### config.mk
export PLATFORM = sky130hd
export DESIGN_NAME = mem_access_master
export DESIGN_NICKNAME = d
export VERILOG_FILES = /design/src/rtl/mem_access_master.sv
export SDC_FILE = /design/constraint.sdc
export NUM_CORES = 1
export LEC_CHECK = 0
export ABC_AREA = 1
export CORE_ASPECT_RATIO = 0.7
export CORE_UTILIZATION = 40
export DETAILED_ROUTE_END_ITERATION = 12
export PLACE_DENSITY = 0.8
export RECOVER_POWER = 25
export SYNTH_ARGS = -nofsm -noshare
export SYNTH_HDL_FRONTEND = slang
export SYNTH_SLANG_ARGS = --single-unit
### constraint.sdc
create_clock -name clk -period 1.6 [get_ports clk]
set_clock_uncertainty 0.2 [all_clocks]
set_input_delay 0.32 -clock clk [delete_from_list [all_inputs] [get_ports clk]]
set_output_delay 0.32 -clock clk [all_outputs]
set_load 0.05 [all_outputs]
### src/rtl/mem_access_master.sv
// -----------------------------------------------------------------------------
// mem_access_master
//   Single-outstanding initiator for the Memory_System request interface.
//   Takes one read or write at a time from a core-side valid/ready port,
//   drives the memory for exactly one access cycle, waits out the synchronous
//   read latency, then returns read data on a held valid/ready response port.
//
// Parameters
//   DATA_WIDTH    read/write data width
//   ADDR_WIDTH    address width (matches the Memory_System address port)
//   READ_LATENCY  cycles from the access cycle to mem_rdata_i valid (1..4)
//
// Ports
//   clk, rst_n                 clock (rising edge), async active-low reset
//   req_valid_i / req_ready_o  core request handshake (ready = idle)
//   req_we_i, req_addr_i,
//   req_wdata_i                request fields, sampled on acceptance only
//   rsp_valid_o / rsp_ready_i  read response handshake (valid held)
//   rsp_data_o                 read data, held until the next capture
//   mem_addr_o, mem_we_o,
//   mem_wdata_o, mem_rdata_i   Memory_System side
//   rd_cnt_o, wr_cnt_o         saturating accepted-read/write counters
//
// Configuration
//   MEM_ACCESS_PERF_CNT_EN  when defined, rd_cnt_o/wr_cnt_o count accepted
//                           reads/writes; otherwise they are tied to zero.
// -----------------------------------------------------------------------------
`timescale 1ns/1ps

module mem_access_master #(
  parameter int DATA_WIDTH   = 32,
  parameter int ADDR_WIDTH   = 64,
  parameter int READ_LATENCY = 1
) (
  input  logic                  clk,
  input  logic                  rst_n,
  input  logic                  req_valid_i,
  output logic                  req_ready_o,
  input  logic                  req_we_i,
  input  logic [ADDR_WIDTH-1:0] req_addr_i,
  input  logic [DATA_WIDTH-1:0] req_wdata_i,
  output logic                  rsp_valid_o,
  input  logic                  rsp_ready_i,
  output logic [DATA_WIDTH-1:0] rsp_data_o,
  output logic [ADDR_WIDTH-1:0] mem_addr_o,
  output logic                  mem_we_o,
  output logic [DATA_WIDTH-1:0] mem_wdata_o,
  input  logic [DATA_WIDTH-1:0] mem_rdata_i,
  output logic [15:0]           rd_cnt_o,
  output logic [15:0]           wr_cnt_o
);

  generate
    if (READ_LATENCY < 1 || READ_LATENCY > 4) begin : g_bad_latency
      $error("mem_access_master: READ_LATENCY must be in 1..4");
    end
  endgenerate

  typedef enum logic [2:0] {
    S_IDLE,
    S_ACCESS,
    S_WAIT,
    S_CAPTURE,
    S_RESP
  } state_t;

  state_t                r_state;
  state_t                w_next_state;
  logic                  r_we;
  logic [ADDR_WIDTH-1:0] r_mem_addr;
  logic [DATA_WIDTH-1:0] r_mem_wdata;
  logic [DATA_WIDTH-1:0] r_rsp_data;
  logic [1:0]            r_wait_cnt;   // remaining WAIT cycles; max READ_LATENCY-1 = 3
  logic                  w_accept;

  assign w_accept = req_valid_i && (r_state == S_IDLE);

  // State register.
  // NOTE: sequential state uses non-blocking assignments so every flop samples
  // pre-edge values regardless of process ordering.
  always_ff @(posedge clk or negedge rst_n) begin
    if (!rst_n) r_state <= S_IDLE;
    else        r_state <= w_next_state;
  end

  // Next-state logic.
  // NOTE: the default assignment first keeps this process free of inferred latches.
  always_comb begin
    w_next_state = r_state;
    case (r_state)
      S_IDLE:    if (w_accept) w_next_state = S_ACCESS;
      S_ACCESS: begin
        if (r_we)                   w_next_state = S_IDLE;
        else if (READ_LATENCY == 1) w_next_state = S_CAPTURE;
        else                        w_next_state = S_WAIT;
      end
      S_WAIT:    if (r_wait_cnt == 2'd1) w_next_state = S_CAPTURE;
      S_CAPTURE: w_next_state = S_RESP;
      S_RESP:    if (rsp_ready_i) w_next_state = S_IDLE;
      default:   w_next_state = S_IDLE;
    endcase
  end

  // State-decoded outputs. Because they decode the asynchronously reset state
  // register, mem_we_o and rsp_valid_o fall the moment rst_n asserts.
  always_comb begin
    req_ready_o = 1'b0;
    mem_we_o    = 1'b0;
    rsp_valid_o = 1'b0;
    case (r_state)
      S_IDLE:   req_ready_o = 1'b1;
      S_ACCESS: mem_we_o    = r_we;
      S_RESP:   rsp_valid_o = 1'b1;
      default:  ;
    endcase
  end

  // Request latch, latency down-counter and read-data capture.
  always_ff @(posedge clk or negedge rst_n) begin
    if (!rst_n) begin
      r_we        <= 1'b0;
      r_mem_addr  <= '0;
      r_mem_wdata <= '0;
      r_rsp_data  <= '0;
      r_wait_cnt  <= '0;
    end else begin
      if (w_accept) begin
        r_we        <= req_we_i;
        r_mem_addr  <= req_addr_i;
        r_mem_wdata <= req_wdata_i;
      end
      // Loaded during ACCESS so WAIT lasts exactly READ_LATENCY-1 cycles.
      if (r_state == S_ACCESS)    r_wait_cnt <= 2'(READ_LATENCY - 1);
      else if (r_state == S_WAIT) r_wait_cnt <= r_wait_cnt - 2'd1;
      if (r_state == S_CAPTURE)   r_rsp_data <= mem_rdata_i;
    end
  end

  assign mem_addr_o  = r_mem_addr;
  assign mem_wdata_o = r_mem_wdata;
  assign rsp_data_o  = r_rsp_data;

`ifdef MEM_ACCESS_PERF_CNT_EN
  logic [15:0] r_rd_cnt;
  logic [15:0] r_wr_cnt;

  // Saturating counters: hold at 16'hFFFF rather than wrap.
  always_ff @(posedge clk or negedge rst_n) begin
    if (!rst_n) begin
      r_rd_cnt <= '0;
      r_wr_cnt <= '0;
    end else if (w_accept) begin
      if (!req_we_i && r_rd_cnt != 16'hFFFF) r_rd_cnt <= r_rd_cnt + 16'd1;
      if (req_we_i  && r_wr_cnt != 16'hFFFF) r_wr_cnt <= r_wr_cnt + 16'd1;
    end
  end

  assign rd_cnt_o = r_rd_cnt;
  assign wr_cnt_o = r_wr_cnt;
`else
  assign rd_cnt_o = 16'h0;
  assign wr_cnt_o = 16'h0;
`endif

endmodule
; ---- Yosys cells after proc, flatten, opt, wreduce, memory -nomap -nowiden
; Index checks and enable logic that the tools add are counted.
[word_totals]
reg_bits = 134
wordCells = 29
[classes]
n_eq_ne = 8
n_mux = 10
addsub = 1
n_reduce_logical = 4
[op_table]
columns = cell, count
row1 = $pmux 3 s5, 1
row2 = $mux 3, 3
row3 = $eq 3x2->1 const B, 2
row4 = $mux 2, 3
row5 = $ne 2x2->1 const B, 3
row6 = $eq 3x1->1 const B, 1
row7 = $eq 3x3->1 const B, 1
row8 = $logic_not 3->1, 1
row9 = $mux 1, 3
row10 = $reduce_and 3->1, 1
row11 = $eq 2x1->1 const B, 1
row12 = $reduce_bool 2->1, 1
row13 = $sub 2x1->2 const B, 1
row14 = $logic_and 1x1->1, 1

; ---- Longest topological paths before layout
[depth]
depth_word = 4
depth_mapped = 7
mapped_depth_nobuf = 6

; ---- Least setup slack after synthesis
; Ideal clock, no wire load.
[synth_path]
kind = reg2out
start = register r_state[1]
end = output rsp_valid_o
path_stages_with_launch = 3
n_path_buf = 1
arrival_time_ns = 1.571
setup_slack_ns = -0.491
cell_sequence = dfrtp_1 buf_2 nor3_1
[synth_via]
elab_chain_len = 2
[synth_lines]
columns = item, line_no
row1 = "start, declared", 67  ; state_t r_state;
row2 = "start signal, assigned", 83  ; else r_state <= w_next_state;
row3 = $eq 3x3->1, 110  ; case (r_state)
row4 = $mux 1, 110
row5 = "end, declared", 42  ; output logic rsp_valid_o,
; No other way between the ends.

; ---- Final worst setup path
[layout_path]
start = register r_state[2]
end = output mem_we_o
[layout_via]
elab_chain_len = 2
[layout_lines]
columns = item, line_no
row1 = $eq 3x1->1, 110
row2 = $mux 1, 110
row3 = "end, declared", 46  ; output logic mem_we_o,
; No other way between the ends.

==> metrics.csv <==
metric;value;unit
dp_slack;-184;ps
power_per_cell_area;2600;nW/um^2
areaGrowthSynthToFinish;94.6;%
ys_types;19;
layout-drive-gt1-share;0.373;
overflow;0;
insertion_delay;400;ps
synthCells;612;
fin_hold_ws;260;ps
cts_tree;yes;
drt_wl_total;19.8;mm
fmax;551;MHz
status;complete, but fails checks;
avgSynthCellArea;9.64;um^2
cts.sinks;134;
ios;296;
rsz0062_at_grt;yes;
switchingPower;0.0130;W
syn_area;5900;um^2
num-nets-final;1052;
top_usage_layer;met2;
drt_iter0_markers;262;
synth-seq-cells;134;
power;0.0299;W
drtAntennaViolNets;0;
p_sw_frac;0.434;
diodes;0;
violations;setup timing;
hold_path_startpoint;req_addr_i[39];
crit_fanout;3;
crit_required;1080;ps
setup_viol;100;
row_count;36;
vias;5176;
worstHoldPathType;in2reg;
reg2reg_slack;-160;ps
holdPathEnd;mem_addr_o[39]$_DFFE_PN0P_;
worstSetupEndpointType;output pin;
slew_violations;0;
cts_buffer_depth;2;
die_width;147;um
maxCapViolCount;0;
core;14100;um^2
placedCellCount;1057;
grt_util_met2;0.364;
fillers;770;
ir_worst_vdd;1.61;mV
hold_violations;0;
worst_pin_slew;887;ps
p_clk_frac;0.154;
final_cell_count_no_fill;1120;
cts-root-buf;clkbuf_16;
hold_path_depth;3;
grt_start_max_net_pins;75;
r2r_start;r_state[0]$_DFFE_PN0P_;
reg2reg_depth;7;
leakage;5.67;nW
max-slew-margin-rel;0.409;
first_global_vias;4933;
hpwl;12.0;mm
timing.rr.end;mem_addr_o[37]$_DFFE_PN0P_;
startpoint_type;register;
arrival;1300;ps
internal-power;0.0169;W
vias_per_cell;4.62;
grt_pass1_wl;25.6;mm
wire_per_inst;17.7;um
grt_util_met3;0.0956;
htree_levels;4;
period_share;1.14;
numPortBuffers;263;
start_util;0.417;
fin_ws;-216;ps
path_clk_slew;60;ps
seq_area_frac_synth;0.568;
worstSetupPathType;reg2out;
grt_usage;0.215;
finalCriticalPeriod;1820;ps
firstDrtPassIters;4;
antenna_found_initial;0;
drc;0;
power_frac_seq;0.233;
globalRouteMet1Util;0.244;
die_h;104;um
yosysWarnings;0;
comb_power_share;0.613;
die_area;15200;um^2
fin_util;0.812;
cts_inserted_buffers;17;
gp_congestion;0.814;
## power groups by stage
| stage | combinational (W) | sequential (W) | clock [W] |
|---|---|---|---|
| 6_report | 0.0183 | 0.00697 | 0.00459 |
| 2_1_floorplan | 0.00333 | 0.0113 | 0 |
| 3_3_place_gp | 0.0162 | 0.00675 | 0 |
| 5_1_grt | 0.0190 | 0.00715 | 0.00482 |
| 4_1_cts | 0.0168 | 0.00684 | 0.00465 |
| 3_5_place_dp | 0.0165 | 0.00684 | 0 |
## layer usage
metal  routed length [um]  vias up
li1                     -     2392
met1                 7050     2503
met2                10400      246
met3                 1950       35
met4                  388        0
met5                    0        -
## critical path, stage by stage, from the launching register on
cell and delay, ps:
dfrtp_2 440, inv_4 100, nand3_4 80, nor2_4 130, buf_12 140
## area by class of cell
type / count / area (um^2) / area share
clock buffers: 19 / 443 / 0.0386
multi-input cells: 314 / 1850 / 0.161
clock inverters: 12 / 250 / 0.0218
repair buffers: 317 / 4840 / 0.421
well taps: 190 / 238 / 0.0207
inverters: 134 / 505 / 0.0440
flip-flops and latches: 134 / 3360 / 0.292
## timing repair
action / 4_1_cts / 5_1_grt
gates cloned: 0 / 23
hold buffers: 1 / 0
endpoints found under the setup margin: 3 / 127
pin swaps: 2 / 3
endpoints found under the hold margin: 134 / 0
setup buffers: 4 / 4
resized for setup: 28 / 67
## synthesized netlist by cell type, drive strengths merged
cell    instances  area share
inv           134       0.085
buf            57       0.085
nand3           9      0.0085
nor3            2      0.0017
conb            1     0.00064
ha              1      0.0021
nand3b          1      0.0013
o21ai         130        0.15
nor2            7      0.0057
clkbuf          4      0.0025
a21oi           1     0.00085
dfrtp         134        0.57
nand2         131       0.083
## metrics by stage
step,TNS (ps),instance area [um^2]
after floorplan,-109,6030
after global placement,-11400,9990
after detailed placement,-13130,9990
after CTS,-1120,10800
after global routing,-22710,11500
final,-11320,11500
## cell families after synthesis
family	synth area share
buf+inv	0.173
simple gates	0.101
flops	0.568
compound gates	0.156
fa+ha+maj	0.00212
other cells	0.000636
## state kept, by name, indices dropped and copies added, names as in the netlist
| register | flops |
|---|---|
| rsp_data_o | 32 |
| r_wait_cnt | 2 |
| mem_wdata_o | 32 |
| r_state | 3 |
| r_we | 1 |
| mem_addr_o | 64 |
## cell usage in the layout, fill, tap and decap left out, types with 2 or more instances in the layout
| master | instances |
|---|---|
| buf_12 | 140 |
| buf_16 | 2 |
| buf_4 | 12 |
| buf_6 | 10 |
| buf_8 | 5 |
| bufinv_16 | 7 |
| clkbuf_16 | 32 |
| clkdlybuf4s50_1 | 131 |
| clkinv_4 | 4 |
| conb_1 | 32 |
| dfrtp_1 | 132 |
| dfrtp_2 | 2 |
| inv_1 | 132 |
| nand2_1 | 82 |
| nand2_2 | 47 |
| nand2_4 | 2 |
| nand3_1 | 6 |
| nand3_4 | 2 |
| nor2_1 | 5 |
| nor2_4 | 2 |
| nor3_4 | 2 |
| o21ai_0 | 33 |
| o21ai_1 | 25 |
| o21ai_2 | 70 |
| o21ai_4 | 2 |
## worst max path at each step
stage / startpoint / end / depth (start not counted) / slack [ps]
after detailed placement: req_valid_i / mem_addr_o[41]$_DFFE_PN0P_ / 4 / -180
after floorplan: r_state[1]$_DFFE_PN0P_ / rsp_valid_o / 2 / -70
after global placement: req_valid_i / mem_wdata_o[25]$_DFFE_PN0P_ / 6 / -150
after CTS: r_state[0]$_DFFE_PN0P_ / rsp_valid_o / 3 / -240
after global routing: r_state[1]$_DFFE_PN0P_ / rsp_valid_o / 3 / -280
final: r_state[2]$_DFFE_PN0P_ / mem_we_o / 4 / -220
(Power assumes the default switching activity.)
